**src/rtl/collision_detection_if.sv**
```systemverilog
// Placement request bus between game control and the collision checker.
// Game control drives a request every cycle and reads back the registered flag.
interface collision_detection_if #(
    parameter int COORD_W = 10,
    parameter int IDX_W   = 3
);
    logic [COORD_W-1:0] carX;
    logic [COORD_W-1:0] carY;
    logic               carOrient;
    logic [IDX_W-1:0]   carIndex;
    logic               collision;

    modport master (
        output carX,
        output carY,
        output carOrient,
        output carIndex,
        input  collision
    );

    modport slave (
        input  carX,
        input  carY,
        input  carOrient,
        input  carIndex,
        output collision
    );
endinterface

```
**src/rtl/collision_detection.sv**
```systemverilog
// Car-grid placement checker: tests one requested placement per cycle
// against board bounds and every other stored car, and stores accepted ones.
module collision_detection #(
    parameter int COORD_W  = 10,
    parameter int GRID_W   = 32,
    parameter int GRID_H   = 32,
    parameter int CAR_LEN  = 2,
    parameter int NUM_CARS = 8,
    parameter int IDX_W    = 3
) (
    input logic                 clk,
    input logic                 rst,
    collision_detection_if.slave bus
);
    typedef logic [COORD_W:0] sum_t;

    localparam sum_t GW  = sum_t'(GRID_W);
    localparam sum_t GH  = sum_t'(GRID_H);
    localparam sum_t LEN = sum_t'(CAR_LEN);
    localparam sum_t ONE = sum_t'(1);

    function automatic sum_t w_of(input logic orient);
        return orient ? ONE : LEN;
    endfunction

    function automatic sum_t h_of(input logic orient);
        return orient ? LEN : ONE;
    endfunction

    logic [COORD_W-1:0] x_q [NUM_CARS];
    logic [COORD_W-1:0] x_d [NUM_CARS];
    logic [COORD_W-1:0] y_q [NUM_CARS];
    logic [COORD_W-1:0] y_d [NUM_CARS];
    logic [NUM_CARS-1:0] orient_q;
    logic [NUM_CARS-1:0] orient_d;
    logic [NUM_CARS-1:0] valid_q;
    logic [NUM_CARS-1:0] valid_d;
    logic                collision_q;
    logic                collision_d;

    sum_t                a_x;
    sum_t                a_y;
    sum_t                a_w;
    sum_t                a_h;
    logic                oob;
    logic [NUM_CARS-1:0] hit;
    logic                col;

    // Evaluate the request against bounds and every other valid entry.
    always_comb begin
        a_x = {1'b0, bus.carX};
        a_y = {1'b0, bus.carY};
        a_w = w_of(bus.carOrient);
        a_h = h_of(bus.carOrient);
        oob = (a_x + a_w > GW) | (a_y + a_h > GH);
        hit = '0;
        for (int i = 0; i < NUM_CARS; i++) begin
            hit[i] = valid_q[i]
                   & (IDX_W'(i) != bus.carIndex)
                   & (a_x < {1'b0, x_q[i]} + w_of(orient_q[i]))
                   & ({1'b0, x_q[i]} < a_x + a_w)
                   & (a_y < {1'b0, y_q[i]} + h_of(orient_q[i]))
                   & ({1'b0, y_q[i]} < a_y + a_h);
        end
        col = oob | (|hit);
    end

    // Accepted placements overwrite the requesting car's entry.
    always_comb begin
        x_d         = x_q;
        y_d         = y_q;
        orient_d    = orient_q;
        valid_d     = valid_q;
        collision_d = col;
        if (!col) begin
            x_d[bus.carIndex]      = bus.carX;
            y_d[bus.carIndex]      = bus.carY;
            orient_d[bus.carIndex] = bus.carOrient;
            valid_d[bus.carIndex]  = 1'b1;
        end
    end

    // Table and flag registers; reset empties the table.
    always_ff @(posedge clk) begin
        if (rst) begin
            for (int i = 0; i < NUM_CARS; i++) begin
                x_q[i] <= '0;
                y_q[i] <= '0;
            end
            orient_q    <= '0;
            valid_q     <= '0;
            collision_q <= 1'b0;
        end else begin
            x_q         <= x_d;
            y_q         <= y_d;
            orient_q    <= orient_d;
            valid_q     <= valid_d;
            collision_q <= collision_d;
        end
    end

    assign bus.collision = collision_q;
endmodule

```
**src/flat_wrapper.sv**
```systemverilog
// flat-port wrapper written by rule: the top's interface ports become plain ports
module collision_detection_flat 
#(
    parameter int COORD_W  = 10,
    parameter int GRID_W   = 32,
    parameter int GRID_H   = 32,
    parameter int CAR_LEN  = 2,
    parameter int NUM_CARS = 8,
    parameter int IDX_W    = 3
)
  (clk, rst, bus_carX, bus_carY, bus_carOrient, bus_carIndex, bus_collision);
  collision_detection_if #(.COORD_W(COORD_W), .IDX_W(IDX_W)) bus_i ();
  input logic clk;
  input logic rst;
  input wire logic [$bits(bus_i.carX)-1:0] bus_carX;
  input wire logic [$bits(bus_i.carY)-1:0] bus_carY;
  input wire logic [$bits(bus_i.carOrient)-1:0] bus_carOrient;
  input wire logic [$bits(bus_i.carIndex)-1:0] bus_carIndex;
  output wire logic [$bits(bus_i.collision)-1:0] bus_collision;
  assign bus_i.carX = bus_carX;
  assign bus_i.carY = bus_carY;
  assign bus_i.carOrient = bus_carOrient;
  assign bus_i.carIndex = bus_carIndex;
  assign bus_collision = bus_i.collision;
  collision_detection #(.COORD_W(COORD_W), .GRID_W(GRID_W), .GRID_H(GRID_H), .CAR_LEN(CAR_LEN), .NUM_CARS(NUM_CARS), .IDX_W(IDX_W)) u_core (.clk(clk), .rst(rst), .bus(bus_i));
endmodule
```
**config.mk**
```make
export PLATFORM = sky130hd
export DESIGN_NAME = collision_detection_flat
export DESIGN_NICKNAME = d
export VERILOG_FILES = /design/src/rtl/collision_detection_if.sv /design/src/rtl/collision_detection.sv /design/src/flat_wrapper.sv
export SDC_FILE = /design/constraint.sdc
export NUM_CORES = 1
export LEC_CHECK = 0
export ABC_AREA = 1
export BUFFER_PORTS_ARGS = -buffer_cell sky130_fd_sc_hd__buf_2
export CAP_MARGIN = 20
export CORE_MARGIN = 2
export CORE_UTILIZATION = 58
export DETAILED_ROUTE_END_ITERATION = 12
export HOLD_SLACK_MARGIN = 0.06
export PLACE_DENSITY = 0.85
export SLEW_MARGIN = 20
export SYNTH_ARGS = -nofsm -noshare
export SYNTH_HDL_FRONTEND = slang
export SYNTH_SLANG_ARGS = --single-unit
```
**constraint.sdc**
```tcl
create_clock -name clk -period 3.8 [get_ports clk]
set_input_delay 0.38 -clock clk [delete_from_list [all_inputs] [get_ports clk]]
set_output_delay 0.38 -clock clk [all_outputs]
set_load 0.005 [all_outputs]
```
==> results of run 1 <==
-- worst max-delay path by stage --
stage | from | to | slack (ps) | cells past startpoint
after floorplan | bus_carOrient | u_core.x_q[1] | 220 | 21
after global placement | bus_carOrient | u_core.y_q[49] | -350 | 23
after detailed placement | bus_carOrient | u_core.y_q[48] | -550 | 22
after CTS | u_core.orient_q[0] | u_core.x_q[30] | 0.3 | 24
after global routing | u_core.orient_q[2] | u_core.x_q[20] | -230 | 24
final | bus_carOrient | u_core.y_q[31] | -20 | 24
-- stage by stage --
| step | power [mW] | hold WS [ps] | worst slack, ps | instance area [µm²] | TNS [ps] |
|---|---|---|---|---|---|
| 5_1_grt | 4.80 | 487 | -226 | 21300 | -20510 |
| 3_3_place_gp | 2.68 | 435 | -347 | 19500 | -41980 |
| 4_1_cts | 4.59 | 440 | 0.343 | 20300 | 0 |
| 6_report | 4.65 | 468 | -15.8 | 21300 | -35.9 |
| 2_1_floorplan | 2.35 | 430 | 216 | 17800 | 0 |
| 3_5_place_dp | 2.71 | 442 | -546 | 19500 | -69710 |
-- logic make-up (layout without fill, tap and decap cells) --
family	Yosys count	after routing
xor gates and xnor gates	114	114
adders and majority gates	334	334
and+or+nand+nor	1368	1368
AOI/OAI and AO/OA	198	198
DFF	177	177
buffers and inverters	477	668
-- routing by layer --
| metal | wire [µm] | global-route usage | vias to the layer above |
|---|---|---|---|
| met2 | 25900 | 0.570 | 1076 |
| met4 | 3580 | 0.171 | 0 |
| met5 | 0 | 0 | - |
| met3 | 6450 | 0.0719 | 294 |
| li1 | - | - | 9021 |
| met1 | 23300 | 0.454 | 8696 |
-- critical path, stage by stage --
cell and delay [ps]:
sky130_fd_sc_hd__buf_2 140, sky130_fd_sc_hd__clkinv_1 130, sky130_fd_sc_hd__ha_2 230, sky130_fd_sc_hd__fa_2 380
sky130_fd_sc_hd__buf_4 170, sky130_fd_sc_hd__nand3_1 90, sky130_fd_sc_hd__xor2_1 90, sky130_fd_sc_hd__buf_4 150
sky130_fd_sc_hd__buf_4 140, sky130_fd_sc_hd__ha_1 280, sky130_fd_sc_hd__nand2_1 50, sky130_fd_sc_hd__nor2_1 90
sky130_fd_sc_hd__nand4_1 190, sky130_fd_sc_hd__a21oi_2 210, sky130_fd_sc_hd__nor2_4 60, sky130_fd_sc_hd__nand4_1 180
sky130_fd_sc_hd__nand3_2 160, sky130_fd_sc_hd__nor2_4 310, sky130_fd_sc_hd__buf_6 180, sky130_fd_sc_hd__nand3_4 160
sky130_fd_sc_hd__buf_12 210, sky130_fd_sc_hd__nand2_2 60, sky130_fd_sc_hd__inv_1 40, sky130_fd_sc_hd__nor2_1 80
-- layout by cell type (no fill, tap or decap), drive strengths merged --
cell type  count
nand2        656
inv          400
ha           316
nor2         298
buf          227
dfxtp        177
a21oi        145
nand4        136
nand3        135
xor2         104
nor3         103
nand3b        39
o21ai         36
clkbuf        23
fa            18
xnor2         10
o21a           8
clkinv         8
clkinvlp       7
o211ai         3
bufinv         3
a21boi         3
a211oi         2
nor4           1
o31ai          1
-- where the power goes --
part / switching, mW / internal [mW]
Combinational: 0.559 / 0.312
Sequential: 0.000425 / 1.85
Clock: 0.850 / 1.08
Total: 1.41 / 3.24
-- cell type report --
cell class              count  area (µm²)
clock buffers              21         460
clock inverters            11         153
fillers                  2363        9170
inverters                 407        1550
multi-input cells        2014       13100
flip-flops and latches    177        3560
well taps                 396         495
repair buffers            229        1920
-- repair_timing --
action | in CTS | in global routing
cloned | 0 | 3
resized for setup | 18 | 265
pin swaps | 8 | 76
endpoints found under the setup margin | 177 | 177
buffers inserted | 5 | 15
hold buffers | 0 | 0
-- flip-flops by register name, indices dropped and copies added (netlist names) --
signal / cells
u_core.valid_q: 8
u_core.x_q: 80
u_core.orient_q: 8
u_core.bus.collision: 1
u_core.y_q: 80
==> impl_summary.md, run 1 <==
Run status
The run finished, with violations left. The checks that failed: negative setup slack.

STA
Based on the critical path, the design can be clocked at up to 262 MHz. The transition time of the tightest slew-check pin is about 1100 ps. In the finished design, the share of the clock period the worst path needs comes to 1.00. Between clock sinks in the finished design, the worst skew comes to 11.7 ps. Setup repair after global routing could not meet its margin everywhere. The count of pins over their slew limit is 0. The shortest period the worst path allows is 3820 ps. The worst relative slew slack is 0.288.

The final count of negative-setup-slack endpoints is 5. Once routing completed, OpenROAD measured the worst setup slack at -15.8 ps. The final number of hold-violating endpoints is 0.

Floorplanning
The number of primary I/O pins is 27. The standard-cell row count is 64. The starting density of the core is 0.585. In this run the vertical extent of the chip is between 150 and 200 µm. The die covers 32,100 µm².

The die width is 179 µm. The standard cell core area is between 30,000 and 40,000 µm².

Critical path
The critical-path maximum fanout is 8. The required time of the critical path is 4180 ps. The path type of the worst setup path is in2reg. In this run the register-to-register setup slack is 0 ps. The sort of element at the end of the critical path is a flop. The critical path startpoint category is an input port. The number of cells on the worst reg-to-reg path is 24. STA puts the critical path data arrival time at 4190 ps.

The worst register-to-register path begins at u_core.orient_q[4]. In this run the critical register-to-register path is captured at u_core.y_q[31].

Global routing
The residual overflow from global routing is 0. The number of antenna violations at the first check in global routing was 0. The via count of the first global-routing pass is 17,700. The first global-routing pass estimated 89,400 µm of wire. In the global route stage, overall resource usage came out at 0.355.

Entering global routing, the biggest net connects 74 pins.

Hold path
The worst hold path begins at u_core.valid_q[2]. Counting instances, the worst hold path has a depth of 2. The endpoint of the worst hold path is u_core.valid_q[2]. The type of the most critical hold path is reg2reg.

Yosys
The mean cell area of the mapped netlist is 6.67 µm². The part of the Yosys area used for sequential elements is 0.199. Measured against the total synthesized area, the mux share comes to 0. The share of the synthesized area in compound gates (AO/OA/AOI/OAI) is 0.0582.

After synthesis, the cell types taking the most area are sky130_fd_sc_hd__ha_1 (22%), sky130_fd_sc_hd__dfxtp_1 (20%), sky130_fd_sc_hd__nand2_1 (14%), sky130_fd_sc_hd__inv_1 (8.1%), sky130_fd_sc_hd__nor2_1 (6.2%). The adder-cell area share of the yosys netlist is 0.242. The cell area that synthesis handed to floorplanning was 17,800 µm². In this run, synthesis inferred 0 flip-flops with an integrated enable.

Summed over all instances, the cell type with the most area after synthesis is sky130_fd_sc_hd__ha_1. Ranked by instance count, the synthesized netlist is headed by sky130_fd_sc_hd__nand2_1 (656), sky130_fd_sc_hd__inv_1 (386), sky130_fd_sc_hd__ha_1 (316). By area, the combinational part of the netlist is dominated by simple AND/OR/NAND/NOR gates.

The cell with the most instances after synthesis is sky130_fd_sc_hd__nand2_1. The net count after synthesis is 3,028. Of the total synthesized cell area, the portion taken by AND, OR, NAND and NOR gates is 0.338. After synthesis, the share of flip-flops with an asynchronous set or reset is 0. The flip-flop cell with the highest count after synthesis is sky130_fd_sc_hd__dfxtp_1. The gate count after technology mapping is 2,668. During synthesis, Yosys emitted a total of 0 warnings. The share of synthesized area in the top cell type comes to 0.222. The synthesized design contains ~180 register bits. The number of distinct standard cells referenced by the synthesized netlist is 34.

Of the total synthesized cell area, the portion taken by XOR and XNOR cells is 0.0561.

Placement
The count of input and output buffers is 26. At the end of routability-driven placement, the weighted congestion stood at 1.01. The cell count after placement is 3,201. The HPWL after detailed placement is around 43,000 µm.

Finish
The number of antenna diodes in the final layout is 0. Once layout is complete, the utilization of the core stands at 0.699. In the final layout, the share of cells above drive strength 1 is 0.178.

After the last flow step, the layout net total stands at 3,206. The post-synthesis to final-layout area growth is 19.4%. The finished layout holds roughly 3,300 standard cells, fillers aside.

Drt
For this run, design rule violations remaining after detail routing come to 0. The pre-antenna-repair detailed-routing pass consisted of 6 iterations. After detailed routing, the average wire length per cell comes to 18.2 µm. For this block, the initial DRC count from the detailed router was 2,010. The number of vias after detailed routing is between 15,000 and 20,000. For this block, the routed nets add up to around 60,000 µm of wire. In the routed layout, each cell is associated on average with a via count of around 5.9.

Once detail routing completed, the nets flagged for antenna violations numbered 0.

Clock tree
The number of H-tree branching levels is 4. The clock tree from TritonCTS is yes. The buffer levels on the longest clock path is 2. The number of sinks driven by the clock tree is 177.

The CTS clock-pin slew for the worst setup and hold paths is 70 ps. Counting the buffers created by CTS gives 17. For the worst-skew pair, the clock arrives at the later sink with an insertion delay of 450 ps.

The buffer type at the clock tree root is sky130_fd_sc_hd__clkbuf_16.

Power
The reported leakage power is 9.82 nW. The maximum ir drop on the vdd rail is 230 µV. The power density normalized to cell area is 219 nW/µm².

Flow run
Max-cap violations in this run came to 0.
No activity file was read; power rests on OpenSTA's default activity.
==> run 2, diff against run 1 <==
--- a/config.mk
+++ b/config.mk
@@ -5,7 +5,6 @@
 export SDC_FILE = /design/constraint.sdc
 export NUM_CORES = 1
 export LEC_CHECK = 0
-export ABC_AREA = 1
 export BUFFER_PORTS_ARGS = -buffer_cell sky130_fd_sc_hd__buf_2
 export CAP_MARGIN = 20
 export CORE_MARGIN = 2
@@ -13,6 +12,7 @@
 export DETAILED_ROUTE_END_ITERATION = 12
 export HOLD_SLACK_MARGIN = 0.06
 export PLACE_DENSITY = 0.85
+export SETUP_SLACK_MARGIN = 0.4
 export SLEW_MARGIN = 20
 export SYNTH_ARGS = -nofsm -noshare
 export SYNTH_HDL_FRONTEND = slang
==> impl_summary.md, run 2 <==
Run status
The flow ran to the end, but the final reports show violations. The checks that failed: negative setup slack.

STA
The final critical-path setup slack is -585 ps. Adding up every negative setup slack in the final design gives -73,020 ps. After layout, the minimum clock period comes to 4380 ps.

The count of pins over their slew limit is 0. Derived from the worst setup path, the maximum achievable clock frequency is 228 MHz. The transition time of the tightest slew-check pin is 882 ps. Setup repair after global routing could not meet its margin everywhere.

The final number of hold-violating endpoints is 0. Dividing the final minimum period by the clock period gives 1.15. The final clock skew is 13.4 ps. The worst relative slew slack is 0.412. Setup violations remaining at the end of the flow were counted as 177.

Critical path
The worst register-to-register path begins at u_core.orient_q[3]. The path type of the worst setup path is reg2reg. The required time of the critical path is 4130 ps. In this run the worst setup path begins at u_core.orient_q[3]. At the worst endpoint, the arrival time is 4720 ps. The sort of element at the end of the critical path is a flop. The critical-path maximum fanout is 6. STA classifies the critical path startpoint as a flop.

Yosys
Of the synthesized area, sequential elements account for 0.220. Ranked by instance count, the synthesized netlist is headed by sky130_fd_sc_hd__ha_1 (316), sky130_fd_sc_hd__dfxtp_1 (177), sky130_fd_sc_hd__nand2b_1 (142). sky130_fd_sc_hd__ha_1 takes more of the synthesized area than any other cell.

The Yosys step of the flow raised 0 warnings. The share of async-settable or async-resettable flops after synthesis is 0. The number of enable-type register cells in the synthesized netlist is 0. Ranked by total cell area, the synthesized netlist is headed by sky130_fd_sc_hd__ha_1 (25%), sky130_fd_sc_hd__dfxtp_1 (22%), sky130_fd_sc_hd__mux2i_1 (6.5%), sky130_fd_sc_hd__nand2b_1 (5.5%), sky130_fd_sc_hd__xor2_1 (4.3%). The gate count after technology mapping is approximately 1,800. In the post-synthesis netlist, the cell with the most instances is sky130_fd_sc_hd__ha_1.

The top-area cell type share of the netlist area is 0.245. The number of synthesized register bits is 177. After synthesis, the netlist uses 62 different library cells. The cell area that synthesis handed to floorplanning was 16,100 µm². The mean cell area of the mapped netlist is 9.12 µm². The net count after synthesis is around 2,100. The flip-flop cell with the highest count after synthesis is sky130_fd_sc_hd__dfxtp_1.

Power
The net switching share of the total power is 0.295. In this run the power spent charging and discharging nets is between 1 and 1.5 mW. The analysis attributes to cell leakage a power of 9.08 nW.

The share of total power dissipated in combinational logic is 0.180. For this design the ratio of total power to cell area is ~230 nW/µm². The internal portion of the total power is 3.18 mW. Across the VDD grid, the largest voltage drop is ~220 µV. The share of total power dissipated in sequential elements is 0.411. The share of total power dissipated in the clock network is 0.409.

Placement
Summed over all nets, the half-perimeter wirelength after detailed placement is 38,000 µm. In this run the cell area measured after placement is 18,300 µm². The count of input and output buffers is 26. The cell count after placement is 2,321. Timing analysis after detailed placement gives a worst setup slack of -654 ps.

At the end of routability-driven placement, the weighted congestion stood at around 0.93.

Floorplanning
The standard cell core area is 27,600 µm². The floorplan has 61 rows. The die is 171 µm tall. The die width is 171 µm. For this design the top-level I/O count stands at 27. The die covers 29,200 µm². For this configuration, the core starts out at a cell density of 0.585.

Clock tree
The number of sinks driven by the clock tree is 177. The buffer type at the clock tree root is sky130_fd_sc_hd__clkbuf_16. The CTS clock-pin slew for the worst setup and hold paths is 70 ps. No sink is reached through more buffers than the 2 on the longest clock path.

The total CTS buffers is 17. TritonCTS built the clock tree. The insertion delay to the later sink of the worst-skew pair is roughly 450 ps. The number of H-tree branching levels is 4.

Global routing
The via count of the first global-routing pass was about 16,000. The first-pass GRT wire length is 83,800 µm. The total global-route track usage is 0.371. The number of antenna violations at the first check in global routing is 1. The pin count of the biggest net entering global routing is 57. The residual overflow from global routing is 0.

Finish
In the final layout, the registers with the most flip-flops are u_core.x_q (80), u_core.y_q (80). Relative to the synthesized area, the layout overhead comes to 23.1%. Counting the fill cells in the layout gives approximately 1,800. The top cell types in the final layout, fill and taps aside, are sky130_fd_sc_hd__ha_1 (310), sky130_fd_sc_hd__buf_4 (210), sky130_fd_sc_hd__dfxtp_1 (170). The library cell used most frequently in the layout, excluding fill and tap cells, is sky130_fd_sc_hd__ha_1. The count of cells in the finished layout, fillers not included, comes to 2,397. Of the cells placed in the final design, the portion with a size suffix greater than 1 is 0.206.

Measured on the finished design, the core utilization comes to 0.721. For this run, the post-layout net count is 2,365. Once layout is done, the placed cells without fillers occupy between 15,000 and 20,000 µm².

Flow run
The max-cap check violation count is 0.

Hold path
The worst hold path startpoint is u_core.valid_q[5]. The path class of the tightest hold or removal check is reg2reg.

Drt
For this block, the via count after detailed routing is 16,100. Dividing the detail-routed wire length by the instance count gives 24.0 µm. The average via count per standard cell is 6.70.

Wires add up to 57,400 µm. The pre-antenna-repair detailed-routing pass consisted of 9 iterations. The detailed router finished its first iteration with 1,902 violations. After detailed routing, the number of remaining DRC violations is 0.

The post-route antenna net violation count is 0.
-- run 2: changes by cell type in the layout (fill, tap and decap cells not counted), sizes merged, moves of 58 or more --
cell,change
nand4,-102
nand2b,+142
nor2,-230
nand3,-58
nor3,-86
inv,-346
nand2,-579
mux2i,+105
-- run 2: cells by family after synthesis --
kind of cell,Yosys count,synth area share
AOI/OAI and AO/OA,311,0.128
xor gates and xnor gates,146,0.0793
adders and majority gates,338,0.270
buffers and inverters,110,0.0269
DFF,177,0.220
muxes,106,0.0659
and+or+nand+nor,581,0.211
-- run 2: critical path, stage by stage, from the launching register on --
cell and delay (ps):
sky130_fd_sc_hd__dfxtp_4 400, sky130_fd_sc_hd__buf_6 130, sky130_fd_sc_hd__clkinvlp_4 210, sky130_fd_sc_hd__ha_1 400, sky130_fd_sc_hd__a21oi_2 250, sky130_fd_sc_hd__nor2_2 100
sky130_fd_sc_hd__xnor2_1 150, sky130_fd_sc_hd__ha_1 360, sky130_fd_sc_hd__nand4_1 160, sky130_fd_sc_hd__o31ai_2 270, sky130_fd_sc_hd__buf_4 170, sky130_fd_sc_hd__a221oi_2 50
sky130_fd_sc_hd__o21ai_1 110, sky130_fd_sc_hd__a31oi_2 80, sky130_fd_sc_hd__a2111oi_4 310, sky130_fd_sc_hd__buf_4 200, sky130_fd_sc_hd__buf_6 110, sky130_fd_sc_hd__nand4_1 260
sky130_fd_sc_hd__buf_4 250, sky130_fd_sc_hd__buf_6 130, sky130_fd_sc_hd__and3b_1 170
-- run 2: stage by stage --
stage / hold slack (ps) / total power, mW
after global placement: 437 / 2.60
final: 478 / 4.51
after detailed placement: 451 / 2.64
after floorplan: 426 / 2.29
after CTS: 445 / 4.44
after global routing: 484 / 4.64
-- run 2: timing repair --
| item | CTS | global route |
|---|---|---|
| setup endpoints to repair | 177 | 177 |
| gates cloned | 7 | 9 |
| resized for setup | 75 | 51 |
| pin swaps | 21 | 24 |
| setup buffers | 15 | 12 |
| hold buffers | 0 | 0 |
| hold endpoints to repair | 0 | 0 |
-- run 2: final timing paths --
kind,to,slack (ps),cells past startpoint
max reg2reg,u_core.x_q[57],-580,20
min,u_core.valid_q[5],480,2
min reg2reg,u_core.valid_q[5],480,2
max,u_core.x_q[57],-580,20
-- run 2: per-layer routing --
metal / track usage / up-vias / wire [µm]
li1: - / 6973 / -
met1: 0.427 / 7560 / 20700
met2: 0.608 / 1082 / 25500
met3: 0.0770 / 434 / 5450
met4: 0.278 / 2 / 5710
met5: 0 / - / 41
-- run 2: cell type report --
| class | count | area (µm²) | area share |
|---|---|---|---|
| diodes | 1 | 2.50 | 0.000126 |
| clock buffers | 18 | 439 | 0.0221 |
| clock inverters | 14 | 151 | 0.00762 |
| inverters | 50 | 191 | 0.00964 |
| multi-input cells | 1482 | 12700 | 0.638 |
| flip-flops and latches | 177 | 3560 | 0.179 |
| well taps | 378 | 473 | 0.0238 |
| repair buffers | 277 | 2370 | 0.119 |
-- run 2: power by group through the flow --
stage          Combinational (mW)  Clock [mW]  Sequential (mW)
3_5_place_dp                0.740           0             1.90
5_1_grt                     0.874        1.91             1.85
4_1_cts                     0.757        1.83             1.85
6_report                    0.812        1.84             1.85
3_3_place_gp                0.700           0             1.90
2_1_floorplan               0.397           0             1.90
